### src/rtl/cmd_proc_gen.sv
`default_nettype none
// ============================================================================
//  Module      : cmd_proc_gen
//  Description : Command processor for the Knight's-tour robot. Decodes
//                16-bit commands, sequences gyro calibration and
//                heading-aligned square moves with saturating speed ramps,
//                a stall watchdog and ACK/NAK responses.
//  Revision    : 1.0 - initial release
// ============================================================================
module cmd_proc_gen #(
    parameter int FRWRD_W  = 10,
    parameter int HEAD_W   = 12,
    parameter int SQ_W     = 3,
    parameter int INC_STEP = 32,
    parameter int DEC_STEP = 64,
    parameter int MAX_SPD  = 768,
    parameter int HEAD_TOL = 48,
    parameter int NUDGE    = 511,
    parameter int TMO_RDY  = 2048
) (
    input  logic                     clk,
    input  logic                     rst,
    input  logic [15:0]              cmd,
    input  logic                     cmd_rdy,
    output logic                     clr_cmd_rdy,
    output logic                     send_resp,
    output logic [7:0]               resp,
    output logic                     strt_cal,
    input  logic                     cal_done,
    input  logic signed [HEAD_W-1:0] heading,
    input  logic                     heading_rdy,
    input  logic                     lftIR,
    input  logic                     cntrIR,
    input  logic                     rghtIR,
    output logic signed [HEAD_W-1:0] error,
    output logic [FRWRD_W-1:0]       frwrd,
    output logic                     moving,
    output logic                     tour_go,
    output logic                     fanfare_go,
    output logic                     fault
);

    localparam logic [7:0]                c_ACK     = 8'hA5;
    localparam logic [7:0]                c_NAK     = 8'h5A;
    localparam int                        c_WD_W    = $clog2(TMO_RDY + 1);
    localparam logic [FRWRD_W:0]          c_INC     = (FRWRD_W + 1)'(INC_STEP);
    localparam logic [FRWRD_W:0]          c_DEC     = (FRWRD_W + 1)'(DEC_STEP);
    localparam logic [FRWRD_W:0]          c_MAX     = (FRWRD_W + 1)'(MAX_SPD);
    localparam logic [HEAD_W-1:0]         c_NUDGE   = HEAD_W'(NUDGE);
    localparam logic signed [HEAD_W-1:0]  c_TOL     = HEAD_W'(HEAD_TOL);
    localparam logic [c_WD_W-1:0]         c_WD_LAST = c_WD_W'(TMO_RDY - 1);
    localparam logic [c_WD_W-1:0]         c_WD_ONE  = c_WD_W'(1);

    typedef enum logic [2:0] {
        S_IDLE  = 3'd0,
        S_CAL   = 3'd1,
        S_ALIGN = 3'd2,
        S_MOVE  = 3'd3,
        S_STOP  = 3'd4,
        S_TOUR  = 3'd5
    } state_t;

    state_t              r_state;
    logic [15:0]         r_cmd_q;
    logic [HEAD_W-1:0]   r_desired;
    logic [FRWRD_W-1:0]  r_frwrd;
    logic [SQ_W:0]       r_count;
    logic [c_WD_W-1:0]   r_wdog;
    logic                r_cntr_q;
    logic                r_clr_cmd_rdy;
    logic                r_send_resp;
    logic                r_resp_blk;
    logic [7:0]          r_resp;
    logic                r_strt_cal;
    logic                r_tour_go;
    logic                r_fanfare_go;
    logic                r_fault;

    logic [HEAD_W-1:0]   w_nudge;
    logic                w_aligned;
    logic [FRWRD_W:0]    w_up_sum;
    logic [FRWRD_W:0]    w_dn_dif;
    logic [FRWRD_W-1:0]  w_frwrd_up;
    logic [FRWRD_W-1:0]  w_frwrd_dn;
    logic                w_rise;
    logic [SQ_W:0]       w_cnt_nxt;
    logic [SQ_W:0]       w_target;
    logic                w_wd_expire;
    logic                w_accept;
    logic                w_unused;

    // IR nudge: left sensor steers one way, right the other, left wins a tie
    always_comb begin
        w_nudge = '0;
        if (lftIR) begin
            w_nudge = c_NUDGE;
        end else if (rghtIR) begin
            w_nudge = -c_NUDGE;
        end
    end

    assign error     = heading - r_desired + w_nudge;
    assign w_aligned = (error > -c_TOL) && (error < c_TOL);

    // Ramps computed one bit wider so they clamp instead of wrapping
    assign w_up_sum   = {1'b0, r_frwrd} + c_INC;
    assign w_dn_dif   = {1'b0, r_frwrd} - c_DEC;
    assign w_frwrd_up = (w_up_sum > c_MAX) ? c_MAX[FRWRD_W-1:0] : w_up_sum[FRWRD_W-1:0];
    assign w_frwrd_dn = w_dn_dif[FRWRD_W] ? '0 : w_dn_dif[FRWRD_W-1:0];

    assign w_rise      = cntrIR & ~r_cntr_q;
    assign w_cnt_nxt   = r_count + {{SQ_W{1'b0}}, w_rise};
    assign w_target    = {r_cmd_q[SQ_W-1:0], 1'b0};
    assign w_wd_expire = heading_rdy && !w_rise && (r_wdog == c_WD_LAST);

    // Wrapper keeps cmd_rdy up until it sees clr_cmd_rdy, and a new command
    // must not be taken within two cycles of a response.
    assign w_accept = cmd_rdy && !r_clr_cmd_rdy && !r_send_resp && !r_resp_blk;

    assign w_unused = ^r_cmd_q;

    assign clr_cmd_rdy = r_clr_cmd_rdy;
    assign send_resp   = r_send_resp;
    assign resp        = r_resp;
    assign strt_cal    = r_strt_cal;
    assign frwrd       = r_frwrd;
    assign moving      = |r_frwrd;
    assign tour_go     = r_tour_go;
    assign fanfare_go  = r_fanfare_go;
    assign fault       = r_fault;

    // One-flop history of cntrIR for square-crossing edge detection
    always_ff @(posedge clk) begin
        if (rst) begin
            r_cntr_q <= 1'b0;
        end else begin
            r_cntr_q <= cntrIR;
        end
    end

    // Command sequencer: decode, calibrate, align, ramp, stop, respond
    always_ff @(posedge clk) begin
        if (rst) begin
            r_state       <= S_IDLE;
            r_cmd_q       <= '0;
            r_desired     <= '0;
            r_frwrd       <= '0;
            r_count       <= '0;
            r_wdog        <= '0;
            r_clr_cmd_rdy <= 1'b0;
            r_send_resp   <= 1'b0;
            r_resp_blk    <= 1'b0;
            r_resp        <= '0;
            r_strt_cal    <= 1'b0;
            r_tour_go     <= 1'b0;
            r_fanfare_go  <= 1'b0;
            r_fault       <= 1'b0;
        end else begin
            r_clr_cmd_rdy <= 1'b0;
            r_send_resp   <= 1'b0;
            r_tour_go     <= 1'b0;
            r_fanfare_go  <= 1'b0;
            r_resp_blk    <= r_send_resp;
            case (r_state)
                S_IDLE: begin
                    if (w_accept) begin
                        r_cmd_q       <= cmd;
                        r_clr_cmd_rdy <= 1'b1;
                        r_fault       <= 1'b0;
                        case (cmd[15:12])
                            4'd0: begin
                                r_strt_cal <= 1'b1;
                                r_state    <= S_CAL;
                            end
                            4'd2, 4'd3: begin
                                r_desired <= (cmd[11:4] == 8'd0) ? '0
                                           : {cmd[11:4], {(HEAD_W - 8){1'b1}}};
                                r_state   <= S_ALIGN;
                            end
                            4'd4: begin
                                r_state <= S_TOUR;
                            end
                            default: begin
                                r_send_resp <= 1'b1;
                                r_resp      <= c_NAK;
                            end
                        endcase
                    end
                end
                S_CAL: begin
                    if (cal_done) begin
                        r_strt_cal  <= 1'b0;
                        r_send_resp <= 1'b1;
                        r_resp      <= c_ACK;
                        r_state     <= S_IDLE;
                    end
                end
                S_ALIGN: begin
                    if (w_aligned) begin
                        if (r_cmd_q[SQ_W-1:0] == '0) begin
                            r_send_resp <= 1'b1;
                            r_resp      <= c_ACK;
                            r_state     <= S_IDLE;
                        end else begin
                            r_count <= '0;
                            r_wdog  <= '0;
                            r_state <= S_MOVE;
                        end
                    end
                end
                S_MOVE: begin
                    if (heading_rdy) begin
                        r_frwrd <= w_frwrd_up;
                    end
                    r_count <= w_cnt_nxt;
                    if (w_rise) begin
                        r_wdog <= '0;
                    end else if (heading_rdy) begin
                        r_wdog <= r_wdog + c_WD_ONE;
                    end
                    // Reaching the target takes precedence over a stall
                    if (w_cnt_nxt == w_target) begin
                        r_fanfare_go <= (r_cmd_q[15:12] == 4'd3);
                        r_state      <= S_STOP;
                    end else if (w_wd_expire) begin
                        r_fault <= 1'b1;
                        r_state <= S_STOP;
                    end
                end
                S_STOP: begin
                    if (r_frwrd == '0) begin
                        r_send_resp <= 1'b1;
                        r_resp      <= r_fault ? c_NAK : c_ACK;
                        r_state     <= S_IDLE;
                    end else if (heading_rdy) begin
                        r_frwrd <= w_frwrd_dn;
                    end
                end
                S_TOUR: begin
                    r_tour_go <= 1'b1;
                    r_state   <= S_IDLE;
                end
                default: begin
                    r_state <= S_IDLE;
                end
            endcase
        end
    end

endmodule
`default_nettype wire
### config.mk
export PLATFORM = sky130hd
export DESIGN_NAME = cmd_proc_gen
export DESIGN_NICKNAME = d
export VERILOG_FILES = /design/src/rtl/cmd_proc_gen.sv
export SDC_FILE = /design/constraint.sdc
export NUM_CORES = 1
export LEC_CHECK = 0
export BUFFER_PORTS_ARGS = -buffer_cell sky130_fd_sc_hd__buf_2
export CAP_MARGIN = 30
export CELL_PAD_IN_SITES_DETAIL_PLACEMENT = 1
export CELL_PAD_IN_SITES_GLOBAL_PLACEMENT = 1
export CORE_MARGIN = 3
export CORE_UTILIZATION = 37
export CTS_CLUSTER_DIAMETER = 200
export CTS_CLUSTER_SIZE = 30
export DETAILED_ROUTE_END_ITERATION = 10
export PLACE_DENSITY = 0.82
export SLEW_MARGIN = 0
export SYNTH_ARGS = -nofsm -noshare
export SYNTH_HDL_FRONTEND = slang
export SYNTH_SLANG_ARGS = --single-unit
export TNS_END_PERCENT = 30
### constraint.sdc
create_clock -name clk -period 3.45 [get_ports clk]
set_input_delay 0.345 -clock clk [delete_from_list [all_inputs] [get_ports clk]]
set_output_delay 0.345 -clock clk [all_outputs]
set_load 0.1 [all_outputs]
==> reports/results.tsv <==
stage	metric	value	unit
run_status	status	complete, but fails checks	
run_status	violations	setup timing	
global_route	grt_pass1_wl	19700	microns
pwr	leakage	2.17	nW
sta	setup_tns	-0.390	ns
placed_design	dp_cells	705	
logic_synthesis	avgSynthCellArea	7.88	sq um
logic_synthesis	yosys.area.top_type_share	26.0	%
global_route	grt_overflow_total	0	
clock_tree	clk_pin_slew_worst_paths	0.10	ns
finish	areaGrowthSynthToFinish	33.1	%
global_route	grt_max_degree	45	
routing	antenna_left	0	
logic_synthesis	synth_most_common_cell	nand2_1	
floorplanning	die_h	108	microns
logic_synthesis	synth_top_family_by_area	simple AND/OR/NAND/NOR gates	
sta	layout_setup_ws	-0.0867	ns
logic_synthesis	synth_seq_area_share	26.0	%
critical_path	cp_max_fo	5	
logic_synthesis	synth_commonest_cells	nand2_1, dfxtp_1, inv_1	
global_route	grt_usage	20.9	%
critical_path	arrival	3.74	ns
floorplanning	core	9950	sq um
logic_synthesis	synth_ff_type	dfxtp_1	
logic_synthesis	yosys.area_share.simple	25.0	%
pwr	p_seq_share	19.7	%
logic_synthesis	synthCells	489	
pwr	ir_drop	0.564	mV
logic_synthesis	synth_compound_area_share	23.0	%
logic_synthesis	synth_top_area_cell	dfxtp_1	
logic_synthesis	synthMuxAreaShare	1.04	%
routing	viasPerCell	5.63	
logic_synthesis	synthTopCellsByArea	dfxtp_1, ha_1, fa_1, nand2_1, a21oi_1	
finish	multi_input_area	2810	sq um
routing	wl	13800	microns
routing	firstDrtPassIters	4	
sta	tightest_slew	0.876	ns
pwr	clkPwrFrac	10.4	%
logic_synthesis	synthXorXnorAreaFrac	4.00	%
finish	fin_cells	720	
clock_tree	cts_max_path_buffers	2	
finish	nets	652	
critical_path	crit_type	register to register	
logic_synthesis	synth_area	3850	sq um
sta	period_needed	3.54	ns
clock_tree	clock-sinks	50	
logic_synthesis	synth_edf_count	0	
floorplanning	initial_core_util	38.7	%
logic_synthesis	synth_fa_ha_area_share	11.9	%
sta	whs	0.269	ns
sta	finalClockSkew	0.00433	ns
clock_tree	htreeDepth	2	
clock_tree	cts_tree	yes	
floorplanning	die_x	108	microns
clock_tree	cts-root-buf	clkbuf_8	
floorplanning	floorplan.io_pins	73	
sta	hold_violations	0	
critical_path	required	3.66	ns
sta	timing.fmax	283	MHz
finish	n_antenna_cell	0	
sta	setup_viol	12	
critical_path	crit_path_start_kind	register	
pwr	comb_power_share	69.9	%
sta	fin_crit_sh	103	%
routing	drt-initial-drc-count	229	
clock_tree	clkLatencyLatePin	0.31	ns
critical_path	rrSetupSlack	-0.09	ns
placed_design	gp_congestion	0.807	
pwr	netSwitchingPower	1.99	mW
floorplanning	dieArea	11700	sq um
global_route	antenna_found_initial	0	
routing	routedWlPerCell	19.1	microns
finish	sequential_cell_area	1000	sq um
logic_synthesis	yosysUniqueCellTypes	73	
critical_path	cp-end-kind	register	
global_route	grt_pass1_vias	4054	
pwr	switching_share	55.1	%
sta	max_slew_margin	41.6	%
worst_hold_path	hold_class	input port to register	
finish	fin_area	5130	sq um
routing	vias	4056	
clock_tree	cts-buffers-inserted	5	
finish	fillers	1199	
floorplanning	core.rowCount	36	
placed_design	place_hpwl	9520	microns
placed_design	dpl_worst_slack	-0.409	ns
pwr	internal_power	1.62	mW
pwr	power_density	704	nW/um^2
routing	drc	0	
run	maxCapViolCount	0	
placed_design	portBuffers	66	
logic_synthesis	ys_ff_latch	50	
finish	drive_gt1_share	31.3	%
logic_synthesis	yosys_warnings	0	
placed_design	post_dp_cell_area	4780	sq um
logic_synthesis	postSynth.asyncResetShare	0	%
sta	drv_slew	0	
what timing repair did:
| item | CTS | global route |
|---|---|---|
| pin swaps | 4 | 17 |
| setup endpoints to repair | 21 | 27 |
| hold buffers | 0 | 0 |
| gates resized for setup | 6 | 38 |
| buffers inserted | 5 | 3 |
path summary, 6_finish.rpt:
check / from / depth (start not counted) / to
worst min register to register: r_cmd_q[12] / 2 / r_cmd_q[12]
worst max-delay path: r_desired[3] / 15 / r_wdog[11]
worst max register to register: r_desired[3] / 15 / r_wdog[11]
worst min-delay path: cmd[2] / 3 / r_cmd_q[2]
through the flow:
stage / utilization, % / power (mW)
after floorplan: - / 2.39
after global placement: 48.0 / 2.97
after detailed placement: 48.0 / 3.04
after CTS: 49.6 / 3.44
after global routing: 51.5 / 3.75
final: 51.5 / 3.61
registers in the layout, indices dropped and copies added, names as in the netlist, 2 cells and up:
register,flops
frwrd,5
resp,2
r_desired,9
r_cmd_q,7
r_state,3
r_count,4
r_wdog,12
area by class of cell:
cell class | instances | area share (%)
Sequential cell | 50 | 19.6
Inverter | 48 | 3.59
Clock inverter | 3 | 0.464
Multi-Input combinational cell | 365 | 54.8
Tap cell | 133 | 3.25
Timing Repair Buffer | 116 | 17.0
Clock buffer | 5 | 1.34
worst max-delay path: stages (launching register included):
cell and delay [ns]:
dfxtp_4 0.39, ha_1 0.30, inv_1 0.07, ha_1 0.18, inv_1 0.09, fa_2 0.39, nor2b_4 0.22, o221a_4 0.27
o22ai_1 0.08, buf_4 0.16, xnor2_4 0.21, buf_4 0.19, o211a_4 0.18, and4_4 0.26, o31ai_4 0.08, a221o_1 0.36
metal layers:
layer | global-route usage, % | vias to the layer above | share of wire (%)
li1 | - | 1921 | -
met1 | 26.2 | 1956 | 41
met2 | 37.1 | 138 | 49
met3 | 2.93 | 41 | 4.6
met4 | 6.49 | 0 | 4.9
met5 | 0 | - | 0
power groups by stage:
stage	logic, mW	clock network, mW	registers (mW)
3_5_place_dp	2.32	0	0.723
3_3_place_gp	2.25	0	0.716
6_report	2.52	0.375	0.713
4_1_cts	2.36	0.373	0.711
5_1_grt	2.63	0.397	0.722
2_1_floorplan	1.55	0	0.830
cells in the final DEF (no fill, tap or decap), types with 4 or more instances in the layout:
master | netlist | layout
nand4_1 | 8 | 8
a31oi_1 | 13 | 11
nor4_1 | 5 | 4
nand2b_1 | 4 | 4
buf_12 | 0 | 9
a21o_1 | 7 | 7
fa_1 | 11 | 9
clkbuf_8 | 0 | 5
buf_2 | 5 | 56
a311oi_1 | 4 | 4
buf_4 | 12 | 46
mux2i_1 | 4 | 4
nand3_1 | 20 | 20
nor3_1 | 21 | 19
nor2_1 | 29 | 27
dfxtp_1 | 50 | 49
ha_4 | 0 | 5
xnor2_1 | 11 | 7
conb_1 | 1 | 5
a21oi_1 | 39 | 36
nand2_1 | 55 | 54
and3_1 | 4 | 4
nor2b_1 | 10 | 8
ha_1 | 19 | 12
o21ai_0 | 18 | 16
inv_1 | 47 | 45
kinds of logic after synthesis:
| logic type | count (synthesis) |
|---|---|
| xor+xnor | 16 |
| simple gates | 186 |
| flops | 50 |
| compound gates | 124 |
| fa+ha+maj | 30 |
| buf+inv | 78 |
| mux | 4 |
| other cells | 1 |
No activity file was read; power rests on OpenSTA's default activity.
